===== src/rtl/scr1_pipe_mprf_mp.sv =====
// Multi-ported integer register file: NRD read / NWR write ports, x0 hardwired to zero,
// self-zeroing INIT sweep after reset or soft clear, optional registered (write-first) reads.
module scr1_pipe_mprf_mp #(
   parameter int XLEN   = 32,
   parameter int AWIDTH = 5,
   parameter int NRD    = 2,
   parameter int NWR    = 2,
   parameter int RD_LAT = 1
) (
   input  logic                        clk,
   input  logic                        rst,
   input  logic                        clr_req_i,
   output logic                        ready_o,
   input  logic [NRD-1:0][AWIDTH-1:0]  rd_addr_i,
   output logic [NRD-1:0][XLEN-1:0]    rd_data_o,
   input  logic [NWR-1:0]              wr_req_i,
   input  logic [NWR-1:0][AWIDTH-1:0]  wr_addr_i,
   input  logic [NWR-1:0][XLEN-1:0]    wr_data_i
);

   localparam int DEPTH = 2**AWIDTH;
   localparam logic [0:0] ST_INIT  = 1'b0;
   localparam logic [0:0] ST_READY = 1'b1;
   localparam logic [AWIDTH-1:0] CNT_FIRST = AWIDTH'(1);
   localparam logic [AWIDTH-1:0] CNT_LAST  = AWIDTH'(DEPTH-1);

   logic [0:0]        state;
   logic [AWIDTH-1:0] cnt;
   logic [NWR-1:0]    wr_en;
   logic [XLEN-1:0]   mem [DEPTH];

   assign ready_o = (state == ST_READY);

   // Counter is parked at 1 while READY so a clear only has to flip the state.
   always_ff @(posedge clk or posedge rst) begin
      if (rst) begin
         state <= ST_INIT;
         cnt   <= CNT_FIRST;
      end else if (state == ST_INIT) begin
         if (cnt == CNT_LAST) begin
            state <= ST_READY;
            cnt   <= CNT_FIRST;
         end else begin
            cnt <= cnt + AWIDTH'(1);
         end
      end else if (clr_req_i) begin
         state <= ST_INIT;
         cnt   <= CNT_FIRST;
      end
   end

   always_comb begin
      for (int k = 0; k < NWR; k++)
         wr_en[k] = ready_o && wr_req_i[k] && (wr_addr_i[k] != '0);
   end

   // No reset on the array; later ports are assigned last, so port NWR-1 wins collisions.
   always_ff @(posedge clk) begin
      if (!ready_o) begin
         mem[cnt] <= '0;
      end else begin
         for (int k = 0; k < NWR; k++)
            if (wr_en[k]) mem[wr_addr_i[k]] <= wr_data_i[k];
      end
   end

   for (genvar i = 0; i < NRD; i++) begin : g_rd
      if (RD_LAT == 0) begin : g_async
         assign rd_data_o[i] = (ready_o && (rd_addr_i[i] != '0)) ? mem[rd_addr_i[i]] : '0;
      end else begin : g_sync
         logic            fwd_hit;
         logic [XLEN-1:0] fwd_data;
         logic            vld_q;
         logic [XLEN-1:0] raw_q;

         always_comb begin
            fwd_hit  = 1'b0;
            fwd_data = '0;
            for (int k = 0; k < NWR; k++) begin
               if (wr_en[k] && (wr_addr_i[k] == rd_addr_i[i])) begin
                  fwd_hit  = 1'b1;
                  fwd_data = wr_data_i[k];
               end
            end
         end

         // Zero/ready qualifier travels with the data so x0 and INIT reads stay zero.
         always_ff @(posedge clk or posedge rst) begin
            if (rst) begin
               vld_q <= 1'b0;
               raw_q <= '0;
            end else begin
               vld_q <= ready_o && (rd_addr_i[i] != '0);
               raw_q <= fwd_hit ? fwd_data : mem[rd_addr_i[i]];
            end
         end

         assign rd_data_o[i] = vld_q ? raw_q : '0;
      end
   end

`ifdef SCR1_TRGT_SIMULATION
   if (NRD < 1 || NRD > 4) begin : g_bad_nrd
      $error("scr1_pipe_mprf_mp: NRD out of range 1..4");
   end
   if (NWR < 1 || NWR > 2) begin : g_bad_nwr
      $error("scr1_pipe_mprf_mp: NWR out of range 1..2");
   end
   for (genvar k = 0; k < NWR; k++) begin : g_wr_chk
      always @(posedge clk) begin
         if (!rst && ready_o && wr_req_i[k] === 1'b1) begin
            assert (!$isunknown(wr_addr_i[k])) else $error("X on wr_addr_i[%0d]", k);
            if (wr_addr_i[k] != '0)
               assert (!$isunknown(wr_data_i[k])) else $error("X on wr_data_i[%0d]", k);
         end
      end
   end
`endif

endmodule

===== config.mk =====
export PLATFORM = sky130hd
export DESIGN_NAME = scr1_pipe_mprf_mp
export DESIGN_NICKNAME = d
export VERILOG_FILES = /design/src/rtl/scr1_pipe_mprf_mp.sv
export SDC_FILE = /design/constraint.sdc
export NUM_CORES = 2
export LEC_CHECK = 0
export ABC_AREA = 1
export BUFFER_PORTS_ARGS = -buffer_cell sky130_fd_sc_hd__buf_4
export CORE_MARGIN = 2
export CORE_UTILIZATION = 30
export CTS_CLUSTER_SIZE = 40
export DETAILED_ROUTE_END_ITERATION = 7
export GPL_ROUTABILITY_DRIVEN = 0
export HOLD_SLACK_MARGIN = 0.03
export PLACE_DENSITY = 0.46
export SYNTH_ARGS = -nofsm -noshare
export SYNTH_HDL_FRONTEND = slang
export SYNTH_SLANG_ARGS = --single-unit

===== constraint.sdc =====
create_clock -name clk -period 2.3 [get_ports clk]
set_input_delay 0.46 -clock clk [delete_from_list [all_inputs] [get_ports clk]]
set_output_delay 0.46 -clock clk [all_outputs]
set_load 0.02 [all_outputs]

After elaboration in Yosys (flattened, before gate mapping). Memories as Yosys holds them, arrays and structs flattened. Index checks and enable logic that the tools add are counted.

$add $sub $neg: 1. Eq/ne operators: 6. Muxes and demuxes: 28. Reductions and logical operators: 15.

Operators by type and width (count): 32-bit 2-to-1 mux (9); 32-bit OR reduction (1); 5-bit == test (4); 5-bit 2-to-1 mux (4); 5-bit nonzero test (4); 1-bit 2-to-1 mux (15); 1-bit logical AND (10); 5-bit by 1-bit adder with 5-bit output (second input constant) (1); 5-bit == test (second input constant) (1); 2-bit != test (second input constant) (1).

Register bits: 72. Memory bits (writable): 1024. Input bits: 89. Output and inout bits: 65. Logic and storage cells: 57. Memories kept: 1.

Memory list: mem (words 32, bits a word 32, rd ports 2, clocked after Yosys merged registers in 0, write ports 2, RTL line 30) `logic [XLEN-1:0] mem [DEPTH];`.

Logic depth before layout (Yosys ltp).
Depth in word-level cells: 7. Mapped depth: 14. Gate-level depth less buffers: 11.

Worst setup path after synthesis. OpenSTA, ideal clock, no wires.

Kind: input to register. From: in wr_addr_i[0] (netlist name). To: mem mem[0][0] (enable). Library setup time: 0.392 ns. Data arrival time: 2.225 ns. Required time: 1.908 ns. Slack: -0.317 ns. Cell stages on the path: 9. Path buffers: 1. Cells stage by stage: nor2_1 > nand3_1 > nand2_2 > buf_2 > nand2_1 > o21ai_0 > nand2_1 > nor2_2 > and2_1.

RTL lines: start: declaration (RTL line 17) `input logic [NWR-1:0][AWIDTH-1:0] wr_addr_i,`; end: declaration (RTL line 30).

==> flow_summary.json <==
{
  "grt_max_degree": 77,
  "synth-adder-area-share": 0.0003740,
  "period_needed_ps": 2289,
  "synth_seq_area_share": 0.4865,
  "grt_pass1_vias": 62850,
  "syn_inst": 9026,
  "antenna_found_initial": 9,
  "leakage_nw": 32.46,
  "start_kind": "register",
  "wl_per_cell_um": 27.57,
  "htree_num_levels": 4,
  "synth_area_mm2": 0.06691,
  "async_flop_share": 0.06569,
  "grtUsageTotal": 0.2849,
  "cp_common_cell": "buf_12",
  "outcome": "finished, final reports clean",
  "post-route-drc-count": 0,
  "portBuffers": 153,
  "setup_viol": 0,
  "crit_path_cell_trace": "buf_12 -> buf_12 -> nand2_1 -> inv_2 -> buf_6",
  "routed_wl_um": 335700,
  "yosys-mux-area-fraction": 0,
  "area_growth_pct": 22.06,
  "ys.flop_type": "edfxtp_1",
  "p_total_w": 0.06316,
  "viasPerCell": 5.527,
  "root_buffer": "clkbuf_16",
  "layout.nets": 9179,
  "clkSinkCount": 1096,
  "multi_input_area_mm2": 0.03001,
  "worst_path_dominant_cell_family": "buffers and inverters",
  "path_buf_inv": 4,
  "synthSimpleGateAreaFrac": 0.3582,
  "rsz0062_at_grt": "true",
  "combPwrFrac": 0.233,
  "final_layout_size_suffix_gt1_frac": 0.1259,
  "worstPathMaxFanout": 17,
  "synth_warnings": 0,
  "fin_area_mm2": 0.08167,
  "synth_cell_types": 36,
  "dpl.hpwl_um": 218800,
  "arrival_ps": 1830,
  "ys_top_cells_by_area": "edfxtp_1 (46%), nand2_1 (22%), nand3_1 (13%)",
  "dieArea_mm2": 0.2268,
  "sequentialPowerShare": 0.416,
  "seq_area_mm2": 0.03256,
  "drtIter0Drc": 9314,
  "fmax_mhz": 436.8,
  "clock_path_buffers": 3,
  "grt_pass1_wl_um": 471800,
  "irDropWorstVdd_mv": 0.7792,
  "finalWorstSetupSlack_ps": 10.64,
  "syn_nets": 9117,
  "crit_path_end_kind": "primary output",
  "critical_path_class": "register to primary output",
  "path_clk_slew_ps": 60,
  "synth_edf_count": 1024,
  "clock_latency_ps": 820,
  "dr.pass1.iters": 7,
  "powerDensity_mw_per_mm2": 773.4,
  "max_slew_margin": 0.6075,
  "die_x_um": 476.3,
  "max_stage_delay_ps": 370,
  "synth_top_family_by_area": "simple AND/OR/NAND/NOR gates",
  "rows": 173,
  "yosysTopAreaCellShare": 0.4596,
  "internal_power_w": 0.04238,
  "num-fill-cells": 22560,
  "cts_made_buffers": 139,
  "core_region_area_mm2": 0.2219,
  "via_count": 67310,
  "yosys.area.top_type": "edfxtp_1",
  "switchingPower_w": 0.02078,
  "swShare": 0.3291,
  "postPlaceCellArea_mm2": 0.07652,
  "clkPwrFrac": 0.351,
  "clock_skew_ps": 34.25,
  "fin_setup_tns_ps": 0,
  "start_util": 0.3016,
  "crit_required_ps": 1840,
  "max_slew.worst_pin.slew_ps": 588.7,
  "holdCritPathClass": "primary input to register",
  "avgSynthCellArea_um2": 7.413,
  "maxCapViolCount": 0,
  "io_pins": 154,
  "cts_tree": "done",
  "ys_ff_latch": 1096,
  "dp_slack_ps": -429.6,
  "hold_violations": 0,
  "final_max_slew_viol_count": 0,
  "synth_compound_area_frac": 0.07918,
  "crit_slowest_cell": "dfrtp_2",
  "period_share": 0.9954,
  "die_h_um": 476.3,
  "overflow": 0,
  "synthXorXnorAreaFrac": 0.002094,
  "final_antenna_net_count": 0
}
Yosys cell counts, types with 2 or more instances:
master,n
nand2_1,3914
nand3_1,1742
edfxtp_1,1024
o21ai_0,852
clkbuf_1,391
buf_2,360
o21ai_1,191
inv_1,184
nor2_1,76
dfrtp_1,71
buf_1,70
buf_6,40
buf_4,23
inv_2,16
nand4_1,12
a21oi_1,11
xnor2_1,11
nand2_2,7
nor2_2,6
xor2_1,5
nand3_2,3
ha_1,2
nand4_2,2
sequential cells by signal, indices dropped and copies added, names as in the netlist:
name	count
g_rd.g_sync.vld_q	2
cnt	5
mem	1024
g_rd.g_sync.raw_q	64
ready_o	1
power groups by stage:
stage                     registers, W  logic [W]  clock network, W
after floorplan                 0.0259    0.00694                 0
after global placement          0.0267     0.0139                 0
after detailed placement        0.0267     0.0139                 0
after CTS                       0.0263     0.0142            0.0224
after global routing            0.0265     0.0156            0.0231
final                           0.0263     0.0147            0.0222
metal layers:
metal / track usage / vias to the layer above / share of wire
met5: 0 / - / 0.000039
met4: 0.1394 / 2 / 0.055
met3: 0.05004 / 851 / 0.090
met2: 0.4612 / 3949 / 0.46
met1: 0.3665 / 32260 / 0.39
li1: - / 30250 / -
final cells by class:
class	instances	share of cell area
Clock inverter	71	0.008212
Inverter	203	0.01040
Sequential cell	1096	0.3986
Timing Repair Buffer	806	0.1230
Antenna cell	5	0.0001532
Clock buffer	181	0.04656
Multi-Input combinational cell	6842	0.3675
Tap cell	2975	0.04558
what timing repair did:
item,CTS,global route
hold endpoints to repair,92,0
endpoints found under the setup margin,453,542
hold buffers,19,0
buffers inserted,2,5
cloned,0,5
gates resized for setup,18,70
pin swaps,0,9
path summary, 6_finish.rpt:
check	slack, ps	to	cells past startpoint	start
max	10	rd_data_o[47]	5	g_rd[1].g_sync.vld_q$_DFF_PP0_
min	70	g_rd[1].g_sync.raw_q[22]$_DFF_PP0_	5	wr_data_i[22]
max reg2reg	30	mem[15][16]$_DFFE_PP_	10	ready_o$_DFF_PP0_
min reg2reg	590	cnt[4]$_DFFE_PP0P_	2	cnt[4]$_DFFE_PP0P_
max in group asynchronous	1480	g_rd[0].g_sync.raw_q[3]$_DFF_PP0_	4	rst
min in group asynchronous	170	g_rd[1].g_sync.raw_q[26]$_DFF_PP0_	3	rst
kinds of logic (layout without fill, tap and decap cells):
family,count (synthesis),in the layout
adders and majority gates,2,2
DFF,1096,1096
buffers and inverters,1088,1261
AOI/OAI and AO/OA,1057,1057
xor gates and xnor gates,16,16
other,0,5
and+or+nand+nor,5767,5767
cell usage in the layout (no fill, tap or decap), types with 5 or more instances in the layout:
cell type,instances
nand2_1,3860
nand3_1,1738
edfxtp_1,1024
o21ai_0,851
buf_4,455
buf_12,298
o21ai_1,191
inv_1,157
clkbuf_16,149
dfrtp_1,69
nor2_2,41
nor2_1,37
clkinv_2,37
nand2_4,32
clkbuf_1,31
nand2_2,25
buf_6,23
clkinv_1,22
inv_2,20
dlygate4sd3_1,19
nand4_1,12
xnor2_1,11
a21oi_1,10
inv_4,9
bufinv_16,9
clkbuf_8,8
inv_6,7
diode_2,5
nand3_4,5
nor2_4,5
xor2_1,5
nand2_8,5
metrics by stage:
step	std cells	hold WS, ps	utilization
final	12180	67.90	0.3681
after global routing	12180	87.04	0.3681
after CTS	12160	30.52	0.3663
after detailed placement	11890	439.0	0.3449
after global placement	11890	441.1	0.3449
after floorplan	9026	508.0	-
worst min-delay path, cell delays in order:
cell and delay (ps):
buf_4 110, inv_1 70, o21ai_0 80, nand2_1 70, nand2_1 50
(Power assumes the default switching activity.)
